**src/rtl/rv_instr_pkg.sv**
```systemverilog
// Shared RV32I definitions: opcodes, loader descriptor formats, loader FSM states and the field encoder.
// Build option IMM_RANGE_CHECK_EN turns on immediate range checking inside encode().
package rv_instr_pkg;

  typedef enum logic [6:0] {
    OP_LOAD   = 7'b0000011,
    OP_STORE  = 7'b0100011,
    OP_BRANCH = 7'b1100011,
    OP_I_TYPE = 7'b0010011,
    OP_R_TYPE = 7'b0110011,
    OP_JAL    = 7'b1101111,
    OP_LUI    = 7'b0110111
  } opcode_e;

  typedef enum logic [2:0] {
    FMT_R      = 3'd0,
    FMT_I      = 3'd1,
    FMT_LOAD   = 3'd2,
    FMT_STORE  = 3'd3,
    FMT_BRANCH = 3'd4,
    FMT_JAL    = 3'd5,
    FMT_LUI    = 3'd6,
    FMT_RSVD   = 3'd7
  } fmt_e;

  typedef enum logic [1:0] {
    S_IDLE  = 2'd0,
    S_LOAD  = 2'd1,
    S_DRAIN = 2'd2,
    S_DONE  = 2'd3
  } state_e;

  localparam logic [31:0] NOP_INSTR = 32'h0000_0013;

  typedef struct packed {
    logic [31:0] word;
    logic        illegal;
    logic        range_err;
  } enc_t;

`ifdef IMM_RANGE_CHECK_EN
  // True when imm is representable as a signed value of the given bit width.
  function automatic logic fits_signed(input logic [31:0] imm, input int unsigned bits);
    logic [31:0] s;
    s = $unsigned($signed(imm) >>> (bits - 1));
    return (s == 32'h0) || (s == 32'hFFFF_FFFF);
  endfunction
`endif

  function automatic enc_t encode(input fmt_e fmt, input logic [4:0] rd, input logic [4:0] rs1,
                                  input logic [4:0] rs2, input logic [2:0] f3,
                                  input logic [6:0] f7, input logic [31:0] imm);
    enc_t r;
    r.word      = NOP_INSTR;
    r.illegal   = 1'b0;
    r.range_err = 1'b0;
    case (fmt)
      FMT_R:      r.word = {f7, rs2, rs1, f3, rd, OP_R_TYPE};
      FMT_I:      r.word = {imm[11:0], rs1, f3, rd, OP_I_TYPE};
      FMT_LOAD:   r.word = {imm[11:0], rs1, 3'b010, rd, OP_LOAD};
      FMT_STORE:  r.word = {imm[11:5], rs2, rs1, 3'b010, imm[4:0], OP_STORE};
      FMT_BRANCH: r.word = {imm[12], imm[10:5], rs2, rs1, f3, imm[4:1], imm[11], OP_BRANCH};
      FMT_JAL:    r.word = {imm[20], imm[10:1], imm[11], imm[19:12], rd, OP_JAL};
      FMT_LUI:    r.word = {imm[31:12], rd, OP_LUI};
      default:    r.illegal = 1'b1;
    endcase
`ifdef IMM_RANGE_CHECK_EN
    case (fmt)
      FMT_I, FMT_LOAD, FMT_STORE: r.range_err = !fits_signed(imm, 12);
      FMT_BRANCH:                 r.range_err = !fits_signed(imm, 13) || imm[0];
      FMT_JAL:                    r.range_err = !fits_signed(imm, 21) || imm[0];
      FMT_LUI:                    r.range_err = (imm[11:0] != 12'h000);
      default:                    r.range_err = 1'b0;
    endcase
    if (r.range_err) r.word = NOP_INSTR;
`endif
    return r;
  endfunction

endpackage

```
**src/rtl/sync_fifo.sv**
```systemverilog
// Small synchronous FIFO with first-word-fall-through head; push when full and pop when empty are ignored.
module sync_fifo #(
  parameter int WIDTH = 32,
  parameter int DEPTH = 4
) (
  input  logic             clk,
  input  logic             rst_n,
  input  logic             push,
  input  logic [WIDTH-1:0] push_data,
  input  logic             pop,
  output logic [WIDTH-1:0] pop_data,
  output logic             full,
  output logic             empty
);

  localparam int PTR_W = $clog2(DEPTH);

  logic [WIDTH-1:0] mem_reg [DEPTH];
  logic [PTR_W-1:0] wr_ptr_reg;
  logic [PTR_W-1:0] rd_ptr_reg;
  logic [PTR_W:0]   count_reg;
  logic             push_ok;
  logic             pop_ok;

  assign push_ok  = push && !full;
  assign pop_ok   = pop && !empty;
  assign full     = (count_reg == (PTR_W + 1)'(DEPTH));
  assign empty    = (count_reg == '0);
  assign pop_data = mem_reg[rd_ptr_reg];

  always_ff @(posedge clk) begin
    if (push_ok) mem_reg[wr_ptr_reg] <= push_data;
  end

  // DEPTH is a power of two, so the pointers wrap naturally.
  always_ff @(posedge clk) begin
    if (!rst_n) begin
      wr_ptr_reg <= '0;
      rd_ptr_reg <= '0;
      count_reg  <= '0;
    end else begin
      if (push_ok) wr_ptr_reg <= wr_ptr_reg + PTR_W'(1);
      if (pop_ok)  rd_ptr_reg <= rd_ptr_reg + PTR_W'(1);
      case ({push_ok, pop_ok})
        2'b10:   count_reg <= count_reg + (PTR_W + 1)'(1);
        2'b01:   count_reg <= count_reg - (PTR_W + 1)'(1);
        default: count_reg <= count_reg;
      endcase
    end
  end

endmodule

```
**src/rtl/instr_encode_loader.sv**
```systemverilog
// Assembles RV32I words from field descriptors and streams them into instruction memory.
// Build option IMM_RANGE_CHECK_EN enables immediate range checks (violations load a NOP and set err[1]).
module instr_encode_loader
  import rv_instr_pkg::*;
#(
  parameter int DEPTH     = 4,
  parameter int ADDR_W    = 10,
  parameter int BASE_ADDR = 0
) (
  input  logic              clk,
  input  logic              rst_n,
  input  logic              start,
  input  logic              in_valid,
  output logic              in_ready,
  input  logic              in_last,
  input  logic [2:0]        in_fmt,
  input  logic [4:0]        in_rd,
  input  logic [4:0]        in_rs1,
  input  logic [4:0]        in_rs2,
  input  logic [2:0]        in_funct3,
  input  logic [6:0]        in_funct7,
  input  logic [31:0]       in_imm,
  output logic              imem_we,
  input  logic              imem_ready,
  output logic [ADDR_W-1:0] imem_addr,
  output logic [31:0]       imem_wdata,
  output logic              busy,
  output logic              done,
  output logic [1:0]        err
);

  state_e            state_reg, state_next;
  logic [ADDR_W-1:0] addr_reg;
  logic [1:0]        err_reg;
  logic              fifo_full, fifo_empty;
  logic [31:0]       fifo_head;
  logic              push, pop;
  enc_t              enc;

  assign enc  = encode(fmt_e'(in_fmt), in_rd, in_rs1, in_rs2, in_funct3, in_funct7, in_imm);
  assign push = in_valid && in_ready;
  assign pop  = imem_we && imem_ready;

  sync_fifo #(.WIDTH(32), .DEPTH(DEPTH)) u_fifo (
    .clk       (clk),
    .rst_n     (rst_n),
    .push      (push),
    .push_data (enc.word),
    .pop       (pop),
    .pop_data  (fifo_head),
    .full      (fifo_full),
    .empty     (fifo_empty)
  );

  always_ff @(posedge clk) begin
    if (!rst_n) state_reg <= S_IDLE;
    else        state_reg <= state_next;
  end

  always_comb begin
    state_next = state_reg;
    case (state_reg)
      S_IDLE:  if (start) state_next = S_LOAD;
      S_LOAD:  if (push && in_last) state_next = S_DRAIN;
      S_DRAIN: if (fifo_empty) state_next = S_DONE;
      S_DONE:  state_next = S_IDLE;
      default: state_next = S_IDLE;
    endcase
  end

  // in_ready depends only on registered FIFO state, never on imem_ready.
  always_comb begin
    in_ready = 1'b0;
    busy     = 1'b0;
    done     = 1'b0;
    case (state_reg)
      S_LOAD:  begin in_ready = !fifo_full; busy = 1'b1; end
      S_DRAIN: busy = 1'b1;
      S_DONE:  done = 1'b1;
      default: ;
    endcase
  end

  assign imem_we    = busy && !fifo_empty;
  assign imem_wdata = imem_we ? fifo_head : 32'h0;
  assign imem_addr  = addr_reg;
  assign err        = err_reg;

  always_ff @(posedge clk) begin
    if (!rst_n) begin
      addr_reg <= ADDR_W'(BASE_ADDR);
      err_reg  <= 2'b00;
    end else if (state_reg == S_IDLE && start) begin
      addr_reg <= ADDR_W'(BASE_ADDR);
      err_reg  <= 2'b00;
    end else begin
      if (pop) begin
        addr_reg <= addr_reg + ADDR_W'(1);
        if (addr_reg == '1) err_reg[1] <= 1'b1;
      end
      if (push && enc.illegal)   err_reg[0] <= 1'b1;
      if (push && enc.range_err) err_reg[1] <= 1'b1;
    end
  end

endmodule

```
**config.mk**
```make
export PLATFORM = sky130hd
export DESIGN_NAME = instr_encode_loader
export DESIGN_NICKNAME = d
export VERILOG_FILES = /design/src/rtl/rv_instr_pkg.sv /design/src/rtl/sync_fifo.sv /design/src/rtl/instr_encode_loader.sv
export SDC_FILE = /design/constraint.sdc
export NUM_CORES = 1
export LEC_CHECK = 0
export BUFFER_PORTS_ARGS = -buffer_cell sky130_fd_sc_hd__buf_2
export CORE_ASPECT_RATIO = 1.5
export CORE_MARGIN = 8
export CORE_UTILIZATION = 45
export CTS_BUF_LIST = sky130_fd_sc_hd__clkbuf_8
export DETAILED_ROUTE_END_ITERATION = 16
export GPL_TIMING_DRIVEN = 0
export PLACE_DENSITY = 0.66
export SLEW_MARGIN = 10
export SYNTH_ARGS = -nofsm -noshare
export SYNTH_HDL_FRONTEND = slang
export SYNTH_SLANG_ARGS = --single-unit
```
**constraint.sdc**
```tcl
create_clock -name clk -period 3.28 [get_ports clk]
set_input_delay 0.984 -clock clk [delete_from_list [all_inputs] [get_ports clk]]
set_output_delay 0.984 -clock clk [all_outputs]
set_load 0.01 [all_outputs]
```
==> impl_metrics.toml, run 1 <==
[global_route]
grt_pass1_vias = 4576
track_usage_pct = 17.4
antenna_found_initial = 0
grt_overflow = 0
grt_pass1_wl_mm = 24.3
grt_max_degree = 19

[floorplanning]
core_sq_um = 14300
start_util_pct = 45.5
die-area_sq_um = 18700
pin_count = 114
num_rows = 54
die_h_um = 163
dieWidth_um = 114

[detailed_routing]
vias = 4265
wl_met3_mm = 1.11
drt-wirelength-per-cell_um = 19.7
avgViaCountPerCell = 5.35
first_pass_iters = 4
wirelength_mm = 15.7
drc = 0
topRoutingLayerUsed = "met4"
drt.antenna.violating_nets = 0
drt-met1-wl_mm = 5.94
first_iter_violations = 234
wl_met2_mm = 8.31

[logic_synthesis]
synth-seq-cells = 143
netlist.top_cell.by_area = "edfxtp_1"
yosysMostFrequentCell = "edfxtp_1"
syn-instance-count = 451
synth_top_area_share_pct = 55.3
synth.distinct_cells = 44
synth_area_sq_um = 6510
synth_nets = 529
ys.flop_type = "edfxtp_1"
avgSynthCellArea_sq_um = 14.4
synth_warnings = 0
synth_async_sr_flop_share_pct = 0
netlist_top_cells_area = "edfxtp_1, mux4_2, dfxtp_1"
synth_edf_count = 120
ys_top_cells_by_count = "edfxtp_1, and2_1, mux4_2"
ys_seq_area_share_pct = 62.4

[critical_path]
start_kind = "flip-flop"
r2r_start = "state_reg[1]"
cpMaxStageDelayCell = "dfxtp_1"
worstPathCellList = "inv_1 -> ha_1 -> o31ai_4 -> clkinv_4 -> clkbuf_4 -> and2_1 -> buf_2"
critical_path.max_fanout = 12
cp-endpoint = "imem_wdata[22]"
r2r_cells = 13
cp-end-kind = "output pin"
cpPeakStageDelay_ns = 0.40
crit_arrival_ns = 2.14
cp.required_ns = 2.30
critPathKind = "reg -> out"
r2r_setup_slack_ns = 0.46
crit_start = "state_reg[1]"
critical_path.reg2reg.endpoint = "u_fifo.count_reg[2]"

[min_path]
hold_path.class = "reg -> reg"

[timing]
final.setup.tns_ns = 0
rsz0062_at_grt = "false"
worst_slew_pin_slew_ns = 0.978
slew_headroom_pct = 34.1
slew_viol_final = 0
finClkSkew_ns = 0.0145
final_hold_viol_count = 0
fin_crit_sh_pct = 95.2
setup_viol = 0
max_freq_mhz = 320
period_minus_slack_ns = 3.12

[status]
outcome = "finished, final reports clean"

[placement]
io_buffers = 112
hpwl_mm = 11.3
finalWeightedCongestion = 0.792

[pwr]
p_clk_share_pct = 33.2
switching_power_w = 0.00116
power_frac_seq_pct = 48.2
switching_share_pct = 26.0
power.density_nw_per_um2 = 565
ir_drop_uv = 340
total_power_w = 0.00446
p_int_w = 0.00330
comb_power_share_pct = 18.6
power.leakage_nw = 2.94

[clock_network]
clock-sinks = 143
cts_hold_buf = 0
cts_buffers = 17
cts_tree = "done"
insertion_delay_ns = 0.44
cts_buffer_depth = 2
clkSlewWorstSetupHoldPaths_ns = 0.09
cts_root_buf = "clkbuf_8"
cts_htree_levels = 4

[final_layout]
area_growth_pct = 21.0
n_fill_cell = 1255
drive_gt1_share_pct = 33.3
largest_reg_flops = 120
nets = 665

[run]
cap_violations = 0
## worst min path at each step
stage	cells after the start	slack (ns)	from	endpoint
CTS	2	0.49	err[0]	err[0]
detailed placement	2	0.47	err[1]	err[1]
floorplan	2	0.47	state_reg[1]	state_reg[1]
global route	2	0.52	err[0]	err[0]
finish	2	0.48	err[0]	err[0]
global placement	2	0.45	err[1]	err[1]
## timing repair
item,CTS,global route
buffers inserted,0,1
cloned,0,0
endpoints found under the setup margin,22,27
gates resized for setup,2,6
## kinds of logic (layout without fill, tap and decap cells)
logic type                 count (synthesis)  after routing  synth area share [%]
other                                      0              1                     0
AOI/OAI and AO/OA                         82             82                  8.37
buffers and inverters                     41            190                  2.71
muxes                                     44             44                  12.5
DFF                                      143            143                  62.4
and+or+nand+nor                          116            116                  9.83
adders and majority gates                 12             12                  2.42
xor gates and xnor gates                  13             13                  1.75
## cells in the final DEF (no fill, tap or decap), types with 2 or more instances in the layout
cell	instances
inv_1	14
nor3_1	3
and2_2	4
clkbuf_8	17
xnor2_1	8
a22o_1	8
nor2_1	13
xor2_1	5
o31ai_1	2
clkbuf_1	13
a22oi_1	6
o21ai_0	14
o2bb2ai_1	5
clkinv_4	6
dfxtp_1	22
o22ai_1	5
and3_1	2
buf_4	3
a211oi_1	6
nand3_1	5
buf_16	4
edfxtp_1	120
ha_1	11
and2_1	37
clkbuf_2	2
bufinv_16	4
nand2_1	20
mux2i_1	13
mux4_2	30
a21o_1	5
or3_1	2
nor2b_1	23
a21boi_0	2
buf_2	122
a21oi_1	23
a31oi_1	3
## per-stage QoR
step,utilization [%],hold WS [ns],std cells,instance area [sq um],setup slack [ns]
after CTS,54.9,0.493,795,7870,0.0164
after global placement,51.1,0.450,759,7320,0.0332
after floorplan,-,0.471,451,6520,0.722
final,55.1,0.485,797,7890,0.157
after global routing,55.0,0.519,796,7880,0.0364
after detailed placement,51.9,0.466,763,7440,0.367
## cell type report
type / count / area, sq um / area share (%)
Clock inverter: 15 / 196 / 2.49
Inverter: 12 / 50.0 / 0.635
Sequential cell: 143 / 4070 / 51.5
Antenna cell: 1 / 2.50 / 0.0317
Multi-Input combinational cell: 267 / 2280 / 28.9
Tap cell: 196 / 245 / 3.11
Buffer: 29 / 135 / 1.71
Clock buffer: 17 / 234 / 2.97
Timing Repair Buffer: 117 / 678 / 8.60
## critical path: cells and delay by family, from the launching register on
family / cells / cell delay, ns
and+or+nand+nor: 1 / 0.17
buffers and inverters: 4 / 0.64
AOI/OAI and AO/OA: 1 / 0.14
DFF: 1 / 0.40
adders and majority gates: 1 / 0.34
## power groups by stage
| stage | logic (W) | registers (W) | clock network, W |
|---|---|---|---|
| after detailed placement | 0.000831 | 0.00219 | 0 |
| after CTS | 0.000837 | 0.00215 | 0.00151 |
| after floorplan | 0.000531 | 0.00217 | 0 |
| final | 0.000829 | 0.00215 | 0.00148 |
| after global routing | 0.000913 | 0.00216 | 0.00158 |
| after global placement | 0.000781 | 0.00218 | 0 |
## layer usage
layer  up-vias  GRT usage [%]
met5         -              0
li1       1977              -
met1      2106           18.8
met3        23           5.18
met2       159           31.1
met4         0           6.57
Power figures use the tool's default switching activity.
==> run 2: changes to the inputs <==
- BUFFER_PORTS_ARGS: -buffer_cell sky130_fd_sc_hd__buf_2 -> -buffer_cell sky130_fd_sc_hd__buf_4
- clock period: 3.28 -> 3.2 ns (I/O delays scaled with it)
==> impl_metrics.toml, run 2 (synthesis gave the netlist of run 1 again) <==
[timing]
finClkSkew_ns = 0.0197
slew_headroom_pct = 36.7
max_freq_mhz = 325
setup_viol = 0
fin_hold_ws_ns = 0.489
rsz0062_at_grt = "false"
final_hold_viol_count = 0
setup_slack_ns = 0.127
worst_slew_pin_slew_ns = 0.940
fin_crit_sh_pct = 96.0
slew_viol_final = 0
period_minus_slack_ns = 3.07
final.setup.tns_ns = 0

[detailed_routing]
first_iter_violations = 166
first_pass_iters = 4
drc = 0
avgViaCountPerCell = 5.32
drt.antenna.violating_nets = 0
drt-wirelength-per-cell_um = 19.9
wirelength_mm = 15.9
vias = 4238

[global_route]
track_usage_pct = 17.5
grt_max_degree = 23
grt_pass1_vias = 4548
grt_overflow = 0
grt_pass1_wl_mm = 24.5
antenna_found_initial = 0

[pwr]
power.leakage_nw = 3.01
total_power_w = 0.00473
power.density_nw_per_um2 = 577
ir_drop_uv = 404

[clock_network]
insertion_delay_ns = 0.43
cts_tree = "done"
cts_hold_buf = 0
clock-sinks = 143
clkSlewWorstSetupHoldPaths_ns = 0.08
cts_buffer_depth = 2
cts_root_buf = "clkbuf_8"
cts_htree_levels = 4
cts_buffers = 17

[final_layout]
layout_commonest_cell = "edfxtp_1"
antennaDiodeCount = 0
nets = 666
largest_reg_flops = 120
layout_common_cells = "edfxtp_1, buf_4, and2_1, mux4_2"
drive_gt1_share_pct = 33.6
area_growth_pct = 25.8
n_fill_cell = 1193

[run]
cap_violations = 0

[min_path]
hold_path.class = "reg -> reg"
min_from = "err[1]"

[placement]
finalWeightedCongestion = 0.801
io_buffers = 112
place_ws_ns = 0.322
hpwl_mm = 11.7

[status]
outcome = "finished, final reports clean"

[critical_path]
r2r_setup_slack_ns = 0.66
path_delay_family = "buffers and inverters"
crit_arrival_ns = 2.11
critical_path.max_fanout = 10
worstPathCellList = "clkbuf_1 -> mux4_2 -> and2_1 -> buf_4"
path_buf_inv = 2
start_kind = "flip-flop"
cp.required_ns = 2.24
cpPeakStageDelay_ns = 0.60
r2r_start = "state_reg[0]"
critPathKind = "reg -> out"
r2r_cells = 12
cp-endpoint = "imem_wdata[10]"
cpMaxStageDelayCell = "clkbuf_1"
critical_path.reg2reg.endpoint = "u_fifo.count_reg[2]"
cp-end-kind = "output pin"
cp.depth = 4

[floorplanning]
start_util_pct = 45.5
dieWidth_um = 114
num_rows = 54
die_h_um = 163
pin_count = 114
die-area_sq_um = 18700
core_sq_um = 14300
==> run 2: worst min path at each step <==
stage                    to  slack (ns)  depth (start not counted)
2_1_floorplan  state_reg[1]        0.47                          2
3_3_place_gp         err[1]        0.46                          2
3_5_place_dp         err[1]        0.47                          2
4_1_cts              err[1]        0.49                          2
5_1_grt        state_reg[0]        0.53                          2
6_report             err[1]        0.49                          2
==> run 2: report_power, final <==
| group | switching, W | internal (W) |
|---|---|---|
| registers | 0.0000531 | 0.00215 |
| clock network | 0.000648 | 0.000940 |
| logic | 0.000477 | 0.000455 |
| total | 0.00118 | 0.00355 |
==> run 2: worst reg2reg max path: stages (launching register included) <==
cell and delay, ns:
dfxtp_2 0.37, inv_1 0.10, ha_4 0.30, o31ai_4 0.11, clkinv_4 0.12, nand2_1 0.13
inv_1 0.08, ha_1 0.19, inv_1 0.06, fa_1 0.37, xor2_1 0.16, or3_1 0.31
a21boi_0 0.15
==> run 2: metal layers <==
metal / vias to the layer above / global-route usage [%] / part of all wire, %
met4: 0 / 6.81 / 1.6
met5: - / 0 / 0
met3: 14 / 4.74 / 6.5
met1: 2102 / 18.7 / 38
li1: 1979 / - / -
met2: 143 / 32.0 / 54
==> run 2: stage by stage <==
step	area (sq um)	util [%]	instances
2_1_floorplan	6520	-	451
3_3_place_gp	7600	53.1	759
3_5_place_dp	7710	53.8	763
4_1_cts	8160	57.0	795
5_1_grt	8190	57.2	797
6_report	8190	57.2	797
==> run 2: layout make-up <==
cell class	instances	area, sq um	area share (%)
multi-input combinational	267	2290	28.0
inverter	12	50.0	0.611
timing repair buffer	118	956	11.7
buffer	29	138	1.68
tap	196	245	2.99
sequential	143	4070	49.6
clock buffer	18	248	3.02
clock inverter	14	199	2.43
==> run 2: what timing repair did <==
action                                  in CTS  in global routing
cloned                                       0                  0
buffers inserted                             0                  2
endpoints found under the setup margin      32                 31
resized for setup                            4                  8
==> run 3: changes to the inputs <==
- CORE_UTILIZATION: 45 -> 34
- PLACE_DENSITY: 0.66 -> default
- SETUP_SLACK_MARGIN: default -> 0.4
==> impl_metrics.toml, run 3 (synthesis gave the netlist of run 1 again) <==
[timing]
slew_headroom_pct = 41.1
fin_crit_sh_pct = 88.9
period_minus_slack_ns = 2.84
max_freq_mhz = 351
final.setup.tns_ns = 0
slew_viol_final = 0
setup_viol = 0
finClkSkew_ns = 0.0103
worst_slew_pin_slew_ns = 0.874
rsz0062_at_grt = "true"
final_hold_viol_count = 0

[floorplanning]
die-area_sq_um = 23900
dieWidth_um = 129
pin_count = 114
die_h_um = 186
start_util_pct = 34.3
num_rows = 62
core_sq_um = 19000

[global_route]
grt_pass1_vias = 4531
antenna_found_initial = 1
grt_overflow = 0
grt_pass1_wl_mm = 25.4
grt_max_degree = 27
track_usage_pct = 14.4

[final_layout]
largest_reg_flops = 120
fin_util_pct = 44.4
layout_common_cells = "edfxtp_1, buf_4, mux4_2, and2_1"
drive_gt1_share_pct = 37.6
area_growth_pct = 29.5
nets = 676
n_fill_cell = 1742
layout_commonest_cell = "edfxtp_1"

[pwr]
ir_drop_uv = 343
power.leakage_nw = 3.06
power.density_nw_per_um2 = 553

[placement]
io_buffers = 112
finalWeightedCongestion = 0.821
hpwl_mm = 12.1

[critical_path]
r2r_setup_slack_ns = 0.52
start_kind = "flip-flop"
worstPathCellList = "inv_2 -> ha_4 -> o31ai_4 -> clkinv_4 -> clkbuf_8 -> and2_1 -> buf_4"
path_delay_family = "buffers and inverters"
cp.required_ns = 2.24
critPathKind = "reg -> out"
cpMaxStageDelayCell = "dfxtp_2"
critical_path.max_fanout = 9
cpPeakStageDelay_ns = 0.34
path_buf_inv = 4
crit_arrival_ns = 1.88
cp-end-kind = "output pin"

[clock_network]
cts_tree = "done"
cts_htree_levels = 4
clock-sinks = 143
clkSlewWorstSetupHoldPaths_ns = 0.08
insertion_delay_ns = 0.45
cts_root_buf = "clkbuf_8"
cts_buffers = 17
cts_buffer_depth = 2
cts_hold_buf = 0

[detailed_routing]
avgViaCountPerCell = 4.89
drt.antenna.violating_nets = 0
wirelength_mm = 16.8
drt-wirelength-per-cell_um = 19.4
first_pass_iters = 5
first_iter_violations = 242
drc = 0
vias = 4223

[run]
cap_violations = 0

[min_path]
hold_path.class = "reg -> reg"

[status]
outcome = "finished, final reports clean"
run 3: repair_timing:
item | 4_1_cts | 5_1_grt
buffers inserted | 6 | 3
setup endpoints to repair | 34 | 33
resized for setup | 59 | 7
endpoints found under the hold margin | 0 | 0
pin swaps | 2 | 2
cloned | 2 | 1
run 3: per-stage QoR:
step	total power, W	cell area, sq um	hold WS [ns]	setup slack, ns	instances
after floorplan	0.00277	6520	0.471	0.666	451
after global placement	0.00311	7680	0.464	0.00120	819
after detailed placement	0.00316	7760	0.486	0.255	823
after CTS	0.00469	8390	0.497	0.321	859
after global routing	0.00488	8440	0.520	0.276	864
final	0.00467	8440	0.497	0.355	864
run 3: worst paths after layout:
check                from                   to  cells past startpoint
max          state_reg[0]       imem_wdata[11]                      7
min          imem_addr[1]         imem_addr[1]                      2
max reg2reg  state_reg[0]  u_fifo.count_reg[2]                     14
min reg2reg  imem_addr[1]         imem_addr[1]                      2
run 3: power by group:
group,internal (W),switching [W]
clock,0.000736,0.000627
combinational,0.000583,0.000521
sequential,0.00216,0.0000476
total,0.00347,0.00120
run 3: cell type report:
class,instances,area [sq um],share of cell area (%)
clock inverter,11,128,1.51
multi-input combinational,267,2320,27.5
antenna,1,2.50,0.0297
sequential,143,4070,48.3
buffer,29,230,2.73
timing repair buffer,128,1080,12.8
tap,256,320,3.80
clock buffer,17,234,2.77
inverter,12,50.0,0.593
run 3: worst register-to-register path, delay by kind of cell (launching register included):
kind / cells / cell delay [ns]
compound gates: 2 / 0.23
xor+xnor: 1 / 0.16
fa+ha+maj: 3 / 0.83
buf+inv: 6 / 0.61
flops: 1 / 0.34
simple gates: 2 / 0.44
run 3: layer usage:
| metal | track usage, % | vias up | routed length, um |
|---|---|---|---|
| li1 | - | 1996 | - |
| met2 | 25.8 | 112 | 9130 |
| met4 | 5.80 | 0 | 291 |
| met5 | 0 | - | 0 |
| met1 | 14.8 | 2096 | 6240 |
| met3 | 5.48 | 19 | 1110 |
